## config.mk

```make
export PLATFORM = sky130hd
export DESIGN_NAME = serial_subtractor
export DESIGN_NICKNAME = d
export VERILOG_FILES = /design/src/rtl/serial_sub_pkg.sv /design/src/rtl/half_subtractor.sv /design/src/rtl/serial_subtractor.sv
export SDC_FILE = /design/constraint.sdc
export NUM_CORES = 1
export LEC_CHECK = 0
export CAP_MARGIN = 20
export CORE_ASPECT_RATIO = 0.75
export CORE_MARGIN = 2
export CORE_UTILIZATION = 45
export CTS_CLUSTER_SIZE = 40
export DETAILED_ROUTE_END_ITERATION = 8
export GPL_TIMING_DRIVEN = 0
export PLACE_DENSITY = 0.72
export SYNTH_ARGS = -nofsm -noshare
export SYNTH_HDL_FRONTEND = slang
export SYNTH_SLANG_ARGS = --single-unit
```

## constraint.sdc

```tcl
create_clock -name i_clk -period 1.1 [get_ports i_clk]
set_input_delay 0.165 -clock i_clk [delete_from_list [all_inputs] [get_ports i_clk]]
set_output_delay 0.165 -clock i_clk [all_outputs]
set_load 0.02 [all_outputs]
```

## src/rtl/serial_sub_pkg.sv

```systemverilog
// serial_sub_pkg: shared FSM state, default width and bit-index type for serial_subtractor
package serial_sub_pkg;
  localparam int DEFAULT_WIDTH = 8;
  typedef enum logic [1:0] {IDLE = 2'd0, RUN = 2'd1, DONE = 2'd2} state_t;
  typedef logic [5:0] bit_idx_t;
endpackage

```

## src/rtl/half_subtractor.sv

```systemverilog
// half_subtractor: one-bit difference and borrow of i_bit1 - i_bit2
module half_subtractor (
  input  logic i_bit1,
  input  logic i_bit2,
  output logic o_diff,
  output logic o_borrow
);
  assign o_diff   = i_bit1 ^ i_bit2;
  assign o_borrow = ~i_bit1 & i_bit2;
endmodule

```

## src/rtl/serial_subtractor.sv

```systemverilog
// serial_subtractor: bit-serial A-B, LSB first, one bit per cycle, valid/ready handshakes.
// Define SERIAL_SUB_SAT_EN to clamp the difference to zero on a final borrow.
module serial_subtractor
  import serial_sub_pkg::*;
#(
  parameter int WIDTH = DEFAULT_WIDTH
) (
  input  logic             i_clk,
  input  logic             i_rst,
  input  logic             i_valid,
  output logic             o_ready,
  input  logic [WIDTH-1:0] i_minuend,
  input  logic [WIDTH-1:0] i_subtrahend,
  output logic             o_valid,
  input  logic             i_ready,
  output logic [WIDTH-1:0] o_diff,
  output logic             o_borrow
);
  state_t           state;
  logic [WIDTH-1:0] a;
  logic [WIDTH-1:0] b;
  logic [WIDTH-1:0] res;
  logic             borrow;
  bit_idx_t         idx;
  logic             d1;
  logic             b1;
  logic             d;
  logic             b2;
  // two half subtractors chained through the running borrow form the full-subtractor cell
  half_subtractor u_hs_ab (.i_bit1(a[0]), .i_bit2(b[0]), .o_diff(d1), .o_borrow(b1));
  half_subtractor u_hs_br (.i_bit1(d1), .i_bit2(borrow), .o_diff(d), .o_borrow(b2));
  always_ff @(posedge i_clk or posedge i_rst) begin
    if (i_rst) begin
      state  <= IDLE;
      a      <= '0;
      b      <= '0;
      res    <= '0;
      borrow <= 1'b0;
      idx    <= '0;
    end else begin
      case (state)
        IDLE: if (i_valid) begin
          a      <= i_minuend;
          b      <= i_subtrahend;
          borrow <= 1'b0;
          idx    <= '0;
          state  <= RUN;
        end
        RUN: begin
          a      <= a >> 1;
          b      <= b >> 1;
          res    <= {d, res[WIDTH-1:1]};
          borrow <= b1 | b2;
          idx    <= idx + bit_idx_t'(1);
          if (idx == bit_idx_t'(WIDTH - 1)) state <= DONE;
        end
        DONE: if (i_ready) state <= IDLE;
        default: state <= IDLE;
      endcase
    end
  end
  assign o_ready  = state == IDLE;
  assign o_valid  = state == DONE;
  assign o_borrow = borrow;
`ifdef SERIAL_SUB_SAT_EN
  assign o_diff = borrow ? '0 : res;
`else
  assign o_diff = res;
`endif
endmodule

```

# --- Yosys cells after proc, flatten, opt, wreduce, memory -nomap -nowiden ---
# Cells that the tools add are included.
# Widths: inputs -> output; s select.
word_totals:
  reg_bits: 33
  input_bits: 20
  out_inout_bits: 11
classes:
  addsub: 1
  eq_ne: 6
  mux: 12
  bitwise_logic: 7
  n_reduce_logical: 4
ops:
  columns: ["cell", "n"]
  rows:
  - ["$pmux 8 s2", 2]
  - ["$mux 8", 2]
  - ["$pmux 6 s2", 1]
  - ["$add 6x1->6 const B", 1]
  - ["$eq 6x3->1 const B", 1]
  - ["$mux 2", 3]
  - ["$mux 6", 1]
  - ["$pmux 2 s3", 1]
  - ["$ne 2x2->1 const B", 2]
  - ["$reduce_and 3->1", 1]
  - ["$and 1x1->1", 2]
  - ["$eq 2x1->1 const B", 1]
  - ["$eq 2x2->1 const B", 1]
  - ["$logic_not 2->1", 1]
  - ["$ne 2x1->1 const B", 1]
  - ["$not 1->1", 2]
  - ["$pmux 1 s2", 1]
  - ["$reduce_and 2->1", 1]
  - ["$reduce_bool 2->1", 1]
  - ["$xor 1x1->1", 2]
  - ["$mux 1", 1]
  - ["$or 1x1->1", 1]

# --- Depth between registers and ports, before layout ---
logic_depth:
  depth_word: 5
  mapped_depth: 4
  ltp_nobuf: 4

# --- Cells and area by module ---
# From an unflattened synthesis, not the netlist that was laid out.
hier_totals:
  hier_cells: 172
  hier_area_um2: 1612.8
by_module_without_submodules:
  columns: ["module", "instances", "cells_each", "area_each_um2", "seq_area_each_um2"]
  rows:
  - ["serial_subtractor", 1, 166, 1572.8, 825.8]
  - ["half_subtractor", 2, 3, 20.0, 0.0]

# --- Worst setup path after synthesis ---
# No wires, ideal clock.
synth_timing:
  kind: "register to output"
  start: "register state[0]"
  end: "output port o_ready"
  arrival_time_ns: 1.033
  path_slack_ns: -0.098
  path_stages_with_launch: 4
  path_cell_list: "dfrtp_1 -> buf_6 -> buf_4 -> nor2_1"
synth_via:
  elab_chain_cells: 1
synth_rtl:
  columns: ["element", "line_no", "text"]
  rows:
  - ["start, declared", "serial_subtractor.sv:19", "state_t state;"]
  - ["start signal, assigned", "serial_subtractor.sv:34", "state <= IDLE;"]
  - ["start signal, assigned", "serial_subtractor.sv:47", "state <= RUN;"]
  - ["start signal, assigned", "serial_subtractor.sv:55", "if (idx == bit_idx_t'(WIDTH - 1)) state <= DONE;"]
  - ["$logic_not 2->1", "serial_subtractor.sv:62", "assign o_ready = state == IDLE;"]
  - ["end, declared", "serial_subtractor.sv:11", "output logic o_ready,"]
# Every way passes these cells.

# --- Final worst setup path ---
# Ends and elaborated chain as after synthesis.

==> impl_metrics.py <==
metrics = {
    "critical_path": {
        "crit_start": "state[0]$_DFFE_PP0P_",
        "critical_path.max_fanout": 2,
        "worstPathArrival_ns": 1.15,
        "worst_ep_required_time_ns": 0.94,
        "worstSetupEndpointType": "primary output",
        "start_kind": "flip-flop",
        "crit_type": "reg -> out",
        "r2r_start": "state[1]$_DFFE_PP0P_",
    },
    "detailed_routing": {
        "first_pass_iters": 4,
        "drc": 0,
        "ant_nets": 0,
        "wl_mm": 4.57,
        "drtIter0Drc": 66,
        "vias": 1431,
        "avgViaCountPerCell": 5.55,
        "wl_per_cell_um": 17.7,
    },
    "die": {
        "fp.coreArea_sq_um": 3310,
        "dieArea_sq_um": 3970,
        "pin_count": 31,
        "row_count": 18,
        "start_util": 0.473,
        "die_x_um": 72.1,
        "die_h_um": 55.1,
    },
    "placed_design": {
        "port_buffers": 30,
        "place_hpwl_mm": 2.47,
        "dpl_cell_area_sq_um": 1950,
        "dp_cells": 232,
        "pre_cts_ws_ns": -0.547,
        "finalWeightedCongestion": 0.796,
    },
    "timing": {
        "setup_violations": 34,
        "fmax_mhz": 762,
        "hold_viol": 0,
        "rsz0062_at_grt": "true",
        "relSlewSlack": 0.606,
        "fin_crit_ns": 1.31,
        "slew_viol_final": 0,
        "finalSetupTns_ns": -3.36,
        "timing.final.ws_setup_ns": -0.212,
        "finalClockSkew_ns": 0.00877,
        "timing.hold.ws_ns": 0.229,
        "worst_pin_slew_ns": 0.591,
        "fin_crit_sh": 1.19,
    },
    "synthesis": {
        "ys_seq_elements": 33,
        "synthCells": 161,
        "synth_area_sq_um": 1570,
        "synth.distinct_cells": 29,
        "yosys_warnings": 0,
        "synth_area_per_cell_sq_um": 9.72,
        "synthesis.nets": 183,
        "seq_area_frac_synth": 0.528,
    },
    "min_path": {
        "worstHoldPathType": "in -> async",
    },
    "power_and_ir_drop": {
        "pwr-share-comb": 0.418,
        "leakage_nw": 1.18,
        "p_clk_frac": 0.227,
        "power_mw": 6.05,
        "p_sw_mw": 2.22,
        "pwr-share-seq": 0.355,
        "power_density_nw_per_um2": 2490,
        "vdd_drop_max_mv": 1.67,
        "p_sw_frac": 0.367,
        "intPower_mw": 3.83,
    },
    "cells_and_area": {
        "nets": 239,
        "final_core_util": 0.736,
        "syn2layout_area_growth_pct": 55.6,
        "seqCellArea_sq_um": 828,
        "diodes": 0,
        "layout_common_cells": "dfrtp_1, nand2_1, clkdlybuf4s50_1, buf_6, o21ai_1",
        "nFillCells": 212,
        "final_common_cell": "dfrtp_1",
        "multi_input_area_sq_um": 857,
        "drive_gt1_frac": 0.417,
        "fin_area_sq_um": 2440,
        "final_cells": 258,
    },
    "cts": {
        "cts.clk_slew.worst_paths_ns": 0.07,
        "cts.path.max_buffers": 2,
        "cts_sinks": 33,
        "root_buffer": "clkbuf_8",
        "clk_latency_ns": 0.30,
        "cts_max_level": 2,
        "cts_inserted_buffers": 5,
        "cts_tree": "yes",
    },
    "outcome": {
        "status": "complete, but fails checks",
        "violations": "setup timing",
    },
    "grt": {
        "grt_max_degree": 23,
        "antenna_found_initial": 0,
        "overflow": 0,
        "grt_first_pass_wirelength_mm": 6.40,
        "track_usage": 0.225,
        "first_global_vias": 1336,
    },
    "job": {
        "drv_cap": 0,
    },
}
synth_stat cells (all sizes together):
master | instances | area (sq um)
and2b | 3 | 25.0
nand3 | 2 | 10.0
clkbuf | 2 | 8.75
fa | 1 | 20.0
nor4 | 1 | 6.26
mux2i | 3 | 30.0
nand4 | 1 | 6.26
ha | 1 | 12.5
a22o | 4 | 35.0
o311ai | 1 | 8.76
buf | 7 | 55.1
a21oi | 14 | 70.1
and3b | 8 | 70.1
inv | 3 | 11.3
a22oi | 6 | 45.0
o21ai | 20 | 100
nor2 | 1 | 3.75
and3 | 1 | 6.26
dfrtp | 33 | 826
o21bai | 1 | 11.3
or2b | 1 | 7.51
nor2b | 6 | 37.5
nand2b | 2 | 12.5
nand2 | 39 | 146
worst paths after layout:
| kind | endpoint | slack [ns] | depth (start not counted) |
|---|---|---|---|
| worst max-delay path | o_ready | -0.21 | 4 |
| worst min-delay path | b[2]$_DFFE_PP0P_ | 0.23 | 2 |
| worst max register to register | idx[5]$_DFFE_PP0P_ | -0.21 | 5 |
| worst min register to register | o_diff[0]$_DFFE_PP0P_ | 0.47 | 2 |
| max in group asynchronous | state[0]$_DFFE_PP0P_ | 0.34 | 3 |
| min in group i_clk | o_diff[0]$_DFFE_PP0P_ | 0.47 | 2 |
state kept, by name, indices dropped and copies added, names as in the netlist:
name and cells:
a 8, idx 6, o_borrow 1, b 8, state 2, o_diff 8
kinds of logic after synthesis:
kind of cell,count (synthesis),share of synthesized area
adders and majority gates,2,0.0208
and+or+nand+nor,65,0.212
buffers and inverters,12,0.0480
muxes,3,0.0192
DFF,33,0.528
AOI/OAI and AO/OA,46,0.173
layout make-up:
class                           count  share of cell area
Inverter                            3             0.00462
Buffer                              9              0.0437
Clock inverter                      3              0.0267
Sequential cell                    33               0.340
Multi-Input combinational cell    116               0.352
Clock buffer                        5              0.0282
Tap cell                           40              0.0205
Timing Repair Buffer               49               0.184
layer usage:
metal  vias to the layer above  track usage  routed length, um
met2                        33        0.376               2280
met4                         0        0.113                 36
met1                       725        0.281               2080
met3                         4       0.0543                172
li1                        669            -                  -
met5                         -            0                  0
critical path: stages (launching register included):
cell,delay [ns]
dfrtp_2,0.43
buf_6,0.13
buf_8,0.11
nor2_4,0.07
buf_6,0.12
what timing repair did:
action,in CTS,in global routing
buffers inserted,12,3
gates cloned,3,0
pin swaps,9,7
gates resized for setup,103,34
endpoints found under the setup margin,42,36
hold buffers,0,0
power groups by stage:
stage                     clock (mW)  combinational, mW  sequential, mW
final                           1.38               2.53            2.15
after global routing            1.43               2.70            2.21
after CTS                       1.38               2.27            2.08
after detailed placement           0               1.88            2.06
after global placement             0               1.78            2.03
after floorplan                    0               1.02            2.18
Power figures use the tool's default switching activity.
